### config.mk
export PLATFORM = sky130hd
export DESIGN_NAME = rx_program_loader
export DESIGN_NICKNAME = d
export VERILOG_FILES = /design/src/rtl/rx_loader_defs.sv /design/src/rtl/rx_loader_sum.sv /design/src/rtl/rx_program_loader.sv
export SDC_FILE = /design/constraint.sdc
export NUM_CORES = 1
export LEC_CHECK = 0
export CAP_MARGIN = 20
export CORE_MARGIN = 2
export CORE_UTILIZATION = 47
export DETAILED_ROUTE_END_ITERATION = 8
export PLACE_DENSITY = 0.78
export SYNTH_ARGS = -nofsm -noshare
export SYNTH_HDL_FRONTEND = slang
export SYNTH_SLANG_ARGS = --single-unit
### constraint.sdc
create_clock -name clk -period 2.3 [get_ports clk]
set_input_delay 0.46 -clock clk [delete_from_list [all_inputs] [get_ports clk]]
set_output_delay 0.46 -clock clk [all_outputs]
set_load 0.02 [all_outputs]
### src/rtl/rx_loader_defs.sv
// Shared definitions for the receive-side program loader: state encodings and parameter defaults.
package rx_loader_defs;

   typedef enum logic [1:0] {
      LOAD  = 2'b00,
      CHECK = 2'b01,
      DONE  = 2'b10,
      ERROR = 2'b11
   } state_t;

   localparam int unsigned ADDR_W_DEFAULT    = 10;
   localparam logic [31:0] HALT_WORD_DEFAULT = 32'hFFFF_FFFF;

endpackage

### src/rtl/rx_loader_sum.sv
// Running modulo-2^32 sum of every word the loader stores; built only with RX_LOADER_CHECKSUM_EN.
module rx_loader_sum (
   input  logic        clk,
   input  logic        reset,
   input  logic        i_clear,
   input  logic        i_add,
   input  logic [31:0] i_word,
   output logic [31:0] o_sum
);

   logic [31:0] r_sum;

   always_ff @(posedge clk or negedge reset) begin
      if (!reset) begin
         r_sum <= '0;
      end else if (i_clear) begin
         r_sum <= '0;
      end else if (i_add) begin
         r_sum <= r_sum + i_word;
      end
   end

   assign o_sum = r_sum;

endmodule

### src/rtl/rx_program_loader.sv
// Streams UART-assembled words into instruction memory from address 0 until HALT, then releases the pipeline.
// Define RX_LOADER_CHECKSUM_EN to require a trailing checksum word before the image is accepted.
module rx_program_loader
   import rx_loader_defs::*;
#(
   parameter int unsigned ADDR_W    = ADDR_W_DEFAULT,
   parameter logic [31:0] HALT_WORD = HALT_WORD_DEFAULT
) (
   input  logic              clk,
   input  logic              reset,
   input  logic              go,
   input  logic [31:0]       din,
   input  logic              restart,
   output logic              imem_we,
   output logic [ADDR_W-1:0] imem_addr,
   output logic [31:0]       imem_data,
   output logic [ADDR_W:0]   word_count,
   output logic              load_done,
   output logic              pipe_enable,
   output logic              error
);

   localparam logic [ADDR_W:0] C_MEM_WORDS = {1'b1, {ADDR_W{1'b0}}};

   state_t              r_state;
   state_t              w_next_state;
   logic [ADDR_W-1:0]   r_addr;
   logic [ADDR_W:0]     r_count;
   logic                r_imem_we;
   logic [ADDR_W-1:0]   r_imem_addr;
   logic [31:0]         r_imem_data;
   logic                r_load_done;
   logic                r_pipe_enable;
   logic                r_error;
   logic                w_full;
   logic                w_write;
   logic                w_is_halt;

   assign w_full    = (r_count == C_MEM_WORDS);
   assign w_is_halt = (din == HALT_WORD);
   // restart outranks go, so a colliding word is dropped rather than written.
   assign w_write   = (r_state == LOAD) && go && !restart && !w_full;

`ifdef RX_LOADER_CHECKSUM_EN
   logic [31:0] w_sum;

   rx_loader_sum u_sum (
      .clk     (clk),
      .reset   (reset),
      .i_clear (restart),
      .i_add   (w_write),
      .i_word  (din),
      .o_sum   (w_sum)
   );
`endif

   // NOTE: next state gets its default first so no path through the case can infer a latch.
   always_comb begin
      w_next_state = r_state;
      if (restart) begin
         w_next_state = LOAD;
      end else begin
         case (r_state)
            LOAD: begin
               if (go) begin
                  if (w_full) begin
                     w_next_state = ERROR;
                  end else if (w_is_halt) begin
`ifdef RX_LOADER_CHECKSUM_EN
                     w_next_state = CHECK;
`else
                     w_next_state = DONE;
`endif
                  end
               end
            end
            CHECK: begin
`ifdef RX_LOADER_CHECKSUM_EN
               if (go) begin
                  w_next_state = (din == w_sum) ? DONE : ERROR;
               end
`else
               w_next_state = LOAD;
`endif
            end
            DONE:    w_next_state = DONE;
            ERROR:   w_next_state = ERROR;
            default: w_next_state = LOAD;
         endcase
      end
   end

   // NOTE: all state here updates with non-blocking assignments so every register samples pre-edge values.
   always_ff @(posedge clk or negedge reset) begin
      if (!reset) begin
         r_state       <= LOAD;
         r_addr        <= '0;
         r_count       <= '0;
         r_imem_we     <= 1'b0;
         r_imem_addr   <= '0;
         r_imem_data   <= '0;
         r_load_done   <= 1'b0;
         r_pipe_enable <= 1'b0;
         r_error       <= 1'b0;
      end else begin
         r_state   <= w_next_state;
         r_imem_we <= w_write;
         if (w_write) begin
            r_imem_addr <= r_addr;
            r_imem_data <= din;
         end
         if (restart) begin
            r_addr  <= '0;
            r_count <= '0;
         end else if (w_write) begin
            r_addr  <= r_addr + ADDR_W'(1);
            r_count <= r_count + (ADDR_W + 1)'(1);
         end
         // Status follows the settled state one edge later and drops at once on restart.
         r_load_done   <= (r_state == DONE) && (w_next_state == DONE);
         r_pipe_enable <= (r_state == DONE) && (w_next_state == DONE);
         r_error       <= (r_state == ERROR) && (w_next_state == ERROR);
      end
   end

   assign imem_we     = r_imem_we;
   assign imem_addr   = r_imem_addr;
   assign imem_data   = r_imem_data;
   assign word_count  = r_count;
   assign load_done   = r_load_done;
   assign pipe_enable = r_pipe_enable;
   assign error       = r_error;

endmodule

# [Yosys cells after proc, flatten, opt, wreduce, memory -nomap -nowiden]
# Index checks and enable logic that the tools add are counted.
[totals] regBits=68 out_inout_bits=57 elab_cells=35
[op_classes] addsub=2 eq_ne=7 n_mux=9 n_reduce_logical=9
[ops] operator="== test 32 bit, second input constant" n=1
[ops] operator="two-way mux 11 bit" n=2
[ops] operator="two-way mux 10 bit" n=2
[ops] operator="adder 11 x 1 -> 11 bit, second input constant" n=1
[ops] operator="== test 11 bit, second input constant" n=1
[ops] operator="adder 10 x 1 -> 10 bit, second input constant" n=1
[ops] operator="== test 2 bit, second input constant" n=4
[ops] operator="two-way mux 2 bit" n=4
[ops] operator="case mux 2 bit (4 select lines)" n=1
[ops] operator="logical AND 1 bit" n=5
[ops] operator="== test 2 x 1 -> 1 bit, second input constant" n=1
[ops] operator="zero test 1 bit" n=2
[ops] operator="zero test 2 bit" n=1
[ops] operator="nonzero test 2 bit" n=1

# [Longest topological paths before layout]
# Gate-level depths: netlist of the first run.
[depth] ltp_word=8 depth_mapped=8 mapped_depth_nobuf=7

# [Worst setup path before layout of the first run]
# OpenSTA, ideal clock, no wires.
[synth_timing] path_type="register to register" start="register r_count[1] (netlist: word_count[1])" end="register r_count[5] (netlist: word_count[5])" arrival_time_ps=2037 t_required_ps=2180 slack_ps=143 stages_incl_launch_ff=8 n_path_buf=1 period_less_slack_ps=2157 path_cell_list="dfrtp_1 > inv_1 > ha_1 > or4b_4 > o31ai_4 > inv_2 > buf_2 > a31o_2"
[synth_via] elab_chain_len=4 word_cells_on_any_way=7
[synth_rtl] item="from (decl)" line="rx_program_loader.sv:28" rtl="logic [ADDR_W:0] r_count;"
[synth_rtl] item="from (signal assigned)" line="rx_program_loader.sv:117" rtl="r_count <= r_count + (ADDR_W + 1)'(1);"
[synth_rtl] item="parallel branches: the longest is 4 deep, another holds adder 11 x 1 -> 11 bit"
# Several ways; the timed one is not identified. The select of a mux whose other input is x is not followed.
# A chain may end at the register's enable or synchronous reset.

# [Worst setup path in the final report of the first run]
[layout_timing] start="register r_count[1] (netlist: word_count[1])" end="register r_addr[3]"
[layout_via] elab_chain_len=4
[layout_rtl] item="== test 11 bit" line="rx_program_loader.sv:39" rtl="assign w_full = (r_count == C_MEM_WORDS);"
[layout_rtl] item="zero test 1 bit" line="rx_program_loader.sv:42" rtl="assign w_write = (r_state == LOAD) && go && !restart && !w_full;"
[layout_rtl] item="logical AND 1 bit" line="rx_program_loader.sv:42"
[layout_rtl] item="nonzero test 2 bit (no line)"
[layout_rtl] item="to (signal assigned)" line="rx_program_loader.sv:116" rtl="r_addr <= r_addr + ADDR_W'(1);"
[layout_rtl] item="to (decl)" line="rx_program_loader.sv:27" rtl="logic [ADDR_W-1:0] r_addr;"
# Every way passes these cells.

==> impl_metrics.yaml, run 1 <==
clock_tree:
  htreeDepth: 3
  cts_tree: "built"
  cts.path.max_buffers: 2
  numClockSinks: 68
  clkSlewWorstSetupHoldPaths_ns: 0.07
  cts_inserted_buffers: 9
  cts_resized: 0
  clock_latency_ns: 0.33
  cts_hold_buf: 0
  clockRootBuffer: "clkbuf_8"
worst_setup_path:
  r2r_end: "r_addr[3]$_DFFE_PN0P_"
  cpPeakStageDelay_ns: 0.47
  crit_top_cell: "buf_4"
  reg2reg_setup_slack_ns: 0.14
  end_kind: "register"
  worst_r2r_path_depth: 9
  worstSetupPathType: "register to register"
  cp-start-kind: "register"
  worstPathCellList: "inv_1 -> ha_1 -> or4b_4 -> o31ai_4 -> buf_4 -> buf_4 -> buf_4 -> o21ai_2 -> a21oi_2"
  r2r-start: "word_count[1]$_DFFE_PN0P_"
  arrival_ns: 2.42
  path_max_fanout: 8
  required_ns: 2.56
  cpMaxStageDelayCell: "or4b_4"
final_layout:
  antenna_cells: 0
  mostFrequentLayoutCells: "nand2_1, clkdlybuf4s50_1, dfrtp_1"
  multi_input_area_um2: 1230
  nets: 476
  nFillCells: 499
  final_common_cell: "nand2_1"
  drive_gt1_share_pct: 13.4
  area.sequential_um2: 1700
  area_growth_pct: 43.1
sta:
  finalCritPeriodShare_pct: 94.0
  worst_pin_slew_ns: 0.507
  skew_ns: 0.00518
  max_freq_mhz: 462
  slew_headroom_pct: 65.9
  slew_viol_final: 0
  period_needed_ns: 2.16
  finalHoldViolations: 0
  setup_viol: 0
  whs_ns: 0.136
synth:
  ys_warn_count: 0
  synth_cells: 323
  ys_async_sr_fraction_pct: 100
  yosysUniqueCellTypes: 44
  ys.flop_type: "dfrtp_1"
  synth_seq_area_share_pct: 55.8
  synth_edf_count: 0
  ys_seq_elements: 68
  avgSynthCellArea_um2: 9.45
  syn_area_um2: 3050
  synth_nets: 362
grt:
  grt_pass1_vias: 2742
  antenna_found_initial: 0
  grt.total_usage_pct: 22.2
  grt_pass1_wl_um: 12600
  grt.overflow.total: 0
  grt_max_degree: 69
die:
  io_pins: 93
  num_rows: 29
  initial_utilization_pct: 48.3
  die_w_um: 84.6
  fp.dieArea_um2: 7150
  core_area_um2: 6310
  dieHeight_um: 84.6
pwr:
  total_power_mw: 2.81
  peakVddDrop_mv: 0.366
  powerDensity_nw_per_um2: 644
  p_leak_nw: 2.06
placed_design:
  portBuffers: 92
  dp_hpwl_um: 5140
  place.gp.congestion: 0.861
routing:
  routedWlPerCell_um: 14.3
  remaining_drc_errors: 0
  drtPass1Iterations: 4
  wl_um: 7390
  initialDrtViolationCount: 160
  num_vias: 2703
  ant_nets: 0
  vias_per_cell: 5.24
run:
  maxCapViolCount: 0
worst_hold_path:
  hold_class: "input port to async pin"
outcome:
  outcome: "completed"
-- cell type report --
| cell class | instances | share of cell area (%) |
|---|---|---|
| clock buffer | 11 | 3.24 |
| clock inverter | 2 | 0.860 |
| inverter | 8 | 0.688 |
| multi-input combinational | 233 | 28.2 |
| sequential | 68 | 39.0 |
| tap | 77 | 2.21 |
| timing repair buffer | 117 | 25.8 |
-- critical path, delay by kind of cell (launching register included) --
kind / cells / cell delay [ns]
compound gates: 3 / 0.55
flops: 1 / 0.37
fa+ha+maj: 1 / 0.14
buf+inv: 4 / 0.56
simple gates: 1 / 0.47
-- where the power goes --
group	internal [mW]	switching, mW	leakage, nW
combinational	0.269	0.287	1.08
clock	0.513	0.417	0.0874
sequential	1.28	0.0467	0.894
-- through the flow --
stage | TNS [ns] | setup slack [ns] | instance area (um2) | cells | utilization [%]
after floorplan | 0 | 0.143 | 3050 | 323 | -
final | 0 | 0.138 | 4370 | 516 | 69.2
after detailed placement | -0.216 | -0.102 | 4160 | 499 | 65.9
after global placement | -0.0894 | -0.0832 | 4160 | 499 | 65.9
after global routing | -0.0478 | -0.0250 | 4370 | 516 | 69.2
after CTS | 0 | 0.0533 | 4340 | 512 | 68.7
-- kinds of logic (layout without fill, tap and decap cells) --
logic type	Yosys count	after routing	synth area share, %
flip-flops	68	68	55.8
multiplexers	5	5	1.68
AND/OR/NAND/NOR	192	192	29.0
AO/OA/AOI/OAI	32	32	8.12
adder cells (fa/ha/maj)	3	3	1.23
buffers and inverters	22	138	3.89
XOR/XNOR	1	1	0.287
-- metal layers --
metal  share of wire (%)  vias up  track usage [%]
li1                    -     1316                -
met1                  44     1292             28.8
met2                  48       77             34.3
met3                 5.2       18             6.59
met4                 3.0        0             10.4
met5                   0        -                0
-- timing repair --
action / in CTS / in global routing
setup buffers: 0 / 4
endpoints found under the setup margin: 1 / 49
pin swaps: 1 / 1
-- state kept, by name, indices dropped and copies added, names as in the netlist --
name,cells
pipe_enable,1
r_addr,10
imem_data,32
r_state,2
imem_we,1
imem_addr,10
word_count,11
error,1
-- cell usage after synthesis (2+ instances only) --
cell type  number  area share (%)
buf_2           2            0.33
ha_1            3             1.2
nand3_1         7             1.1
o21ai_0         4            0.66
nor4_1          3            0.62
a21oi_2         6             1.7
mux2i_1         4             1.3
nand4_1        14             2.9
a21oi_1         7             1.1
nor2_1          7            0.86
or4_1           2            0.49
o31ai_1         2            0.49
clkbuf_1        4            0.49
buf_6           2            0.74
dfrtp_1        68              56
nand2_1       131              16
o21ai_2         5             1.4
buf_4           5             1.2
nand2b_1        4            0.82
inv_1           7            0.86
or3_1           7             1.4
or2_2           2            0.41
or4b_1          2            0.66
and3_1          5             1.0
-- worst max path at each step --
stage	from	endpoint	slack, ns	cells past startpoint
2_1_floorplan	word_count[1]$_DFFE_PN0P_	word_count[5]$_DFFE_PN0P_	0.14	7
3_3_place_gp	restart	word_count[10]$_DFFE_PN0P_	-0.08	5
3_5_place_dp	restart	word_count[10]$_DFFE_PN0P_	-0.10	5
4_1_cts	word_count[1]$_DFFE_PN0P_	r_addr[4]$_DFFE_PN0P_	0.05	8
5_1_grt	word_count[1]$_DFFE_PN0P_	r_addr[4]$_DFFE_PN0P_	-0.03	8
6_report	word_count[1]$_DFFE_PN0P_	r_addr[3]$_DFFE_PN0P_	0.14	9
Power figures use the tool's default switching activity.
==> run 2: changes to the inputs <==
SKIP_CTS_REPAIR_TIMING = 1   (was unset)
==> run 2 against run 1 <==
  * Routed wire length is 0.46% lower
  * Cell area shrank 0.17%
  * Die area did not move
  * Utilization is 0.12 points lower
  * Global-route usage stayed put
  * Via count decreased by 0.18%
  * Largest power group unchanged
  * Total power about the same
  * Cell count fell by 0.19%
==> impl_metrics.yaml, run 2 (synthesis results as in run 1) <==
outcome:
  outcome: "completed"
final_layout:
  multi_input_area_um2: 1230
  final-instance-count-excl-fill: 515
  drive_gt1_share_pct: 13.2
  antenna_cells: 0
  mostFrequentLayoutCells: "nand2_1, clkdlybuf4s50_1, dfrtp_1"
  final_util_pct: 69.0
  area_growth_pct: 42.8
  final_common_cell: "nand2_1"
  final_cell_area_um2: 4360
  nFillCells: 499
  nets: 475
  largest_register_ffs: 32
  area.sequential_um2: 1700
routing:
  met1_length_um: 3210
  num_vias: 2698
  vias_per_cell: 5.24
  ant_nets: 0
  initialDrtViolationCount: 141
  wl_um: 7350
  dr_wl_met3_um: 400
  drtPass1Iterations: 4
  wl_met2_um: 3520
  remaining_drc_errors: 0
  routedWlPerCell_um: 14.3
  top_layer: "met4"
run:
  maxCapViolCount: 0
clock_tree:
  cts.path.max_buffers: 2
  clock_latency_ns: 0.33
  htreeDepth: 3
  cts_inserted_buffers: 9
  clkSlewWorstSetupHoldPaths_ns: 0.07
  numClockSinks: 68
  clockRootBuffer: "clkbuf_8"
  cts_tree: "built"
sta:
  worst_pin_slew_ns: 0.513
  worst_slack_ns: 0.190
  rsz0062_at_grt: "false"
  period_needed_ns: 2.11
  slew_headroom_pct: 65.5
  slew_viol_final: 0
  finalCritPeriodShare_pct: 91.8
  max_freq_mhz: 474
  setup_viol: 0
  finalHoldViolations: 0
  skew_ns: 0.00526
placed_design:
  dp_slack_ns: -0.102
  placed_area_um2: 4160
  portBuffers: 92
  dp_hpwl_um: 5140
  dp_cells: 499
  place.gp.congestion: 0.861
worst_setup_path:
  required_ns: 2.51
  worstSetupPathType: "register to register"
  path_max_fanout: 9
  arrival_ns: 2.32
  crit_start: "word_count[1]$_DFFE_PN0P_"
  r2r-start: "word_count[1]$_DFFE_PN0P_"
  end_kind: "register"
  cp-start-kind: "register"
  worst_r2r_path_depth: 8
grt:
  grt_pass1_vias: 2742
  antenna_found_initial: 0
  grt_pass1_wl_um: 12600
  grt.overflow.total: 0
  grt_max_degree: 69
  grt.total_usage_pct: 22.2
die:
  dieHeight_um: 84.6
  initial_utilization_pct: 48.3
  fp.dieArea_um2: 7150
  num_rows: 29
  die_w_um: 84.6
  io_pins: 93
  core_area_um2: 6310
pwr:
  powerDensity_nw_per_um2: 646
  total_power_mw: 2.81
  peakVddDrop_mv: 0.366
  p_leak_nw: 2.06
worst_hold_path:
  hold_class: "input port to async pin"
==> run 2: metal layers <==
| layer | global-route usage, % | up-vias |
|---|---|---|
| met4 | 10.4 | 0 |
| met1 | 28.8 | 1287 |
| met5 | 0 | - |
| li1 | - | 1311 |
| met3 | 6.59 | 18 |
| met2 | 34.3 | 82 |
==> run 2: cell type report <==
| type | instances | area share [%] |
|---|---|---|
| multi-input cells | 233 | 28.2 |
| inverters | 8 | 0.689 |
| clock buffers | 11 | 3.24 |
| clock inverters | 2 | 0.861 |
| repair buffers | 116 | 25.7 |
| well taps | 77 | 2.21 |
| flip-flops and latches | 68 | 39.0 |
==> run 2: final timing paths <==
check	to	slack, ns
setup / recovery	r_addr[4]$_DFFE_PN0P_	0.19
hold / removal	imem_data[20]$_DFFE_PN0P_	0.14
setup reg to reg	r_addr[4]$_DFFE_PN0P_	0.19
hold reg to reg	imem_data[26]$_DFFE_PN0P_	0.47
max in group asynchronous	error$_DFF_PN0_	1.89
min in group clk	imem_data[26]$_DFFE_PN0P_	0.47
==> run 2: critical path: stages, from the launching register on <==
cell and delay (ns):
dfrtp_1 0.37, inv_1 0.08, ha_1 0.14, or4b_4 0.48, o31ai_4 0.36, inv_2 0.18, buf_4 0.21, o21ai_0 0.07
o21ai_0 0.10
==> run 2: report_power, final <==
part           switching [mW]  internal [mW]
combinational           0.287          0.268
clock                   0.419          0.513
sequential             0.0470           1.28
==> run 2: through the flow <==
stage | TNS, ns | hold slack [ns]
after CTS | -0.0127 | 0.146
after floorplan | 0 | 0.164
after detailed placement | -0.216 | 0.460
final | 0 | 0.136
after global placement | -0.0894 | 0.456
after global routing | 0 | 0.142
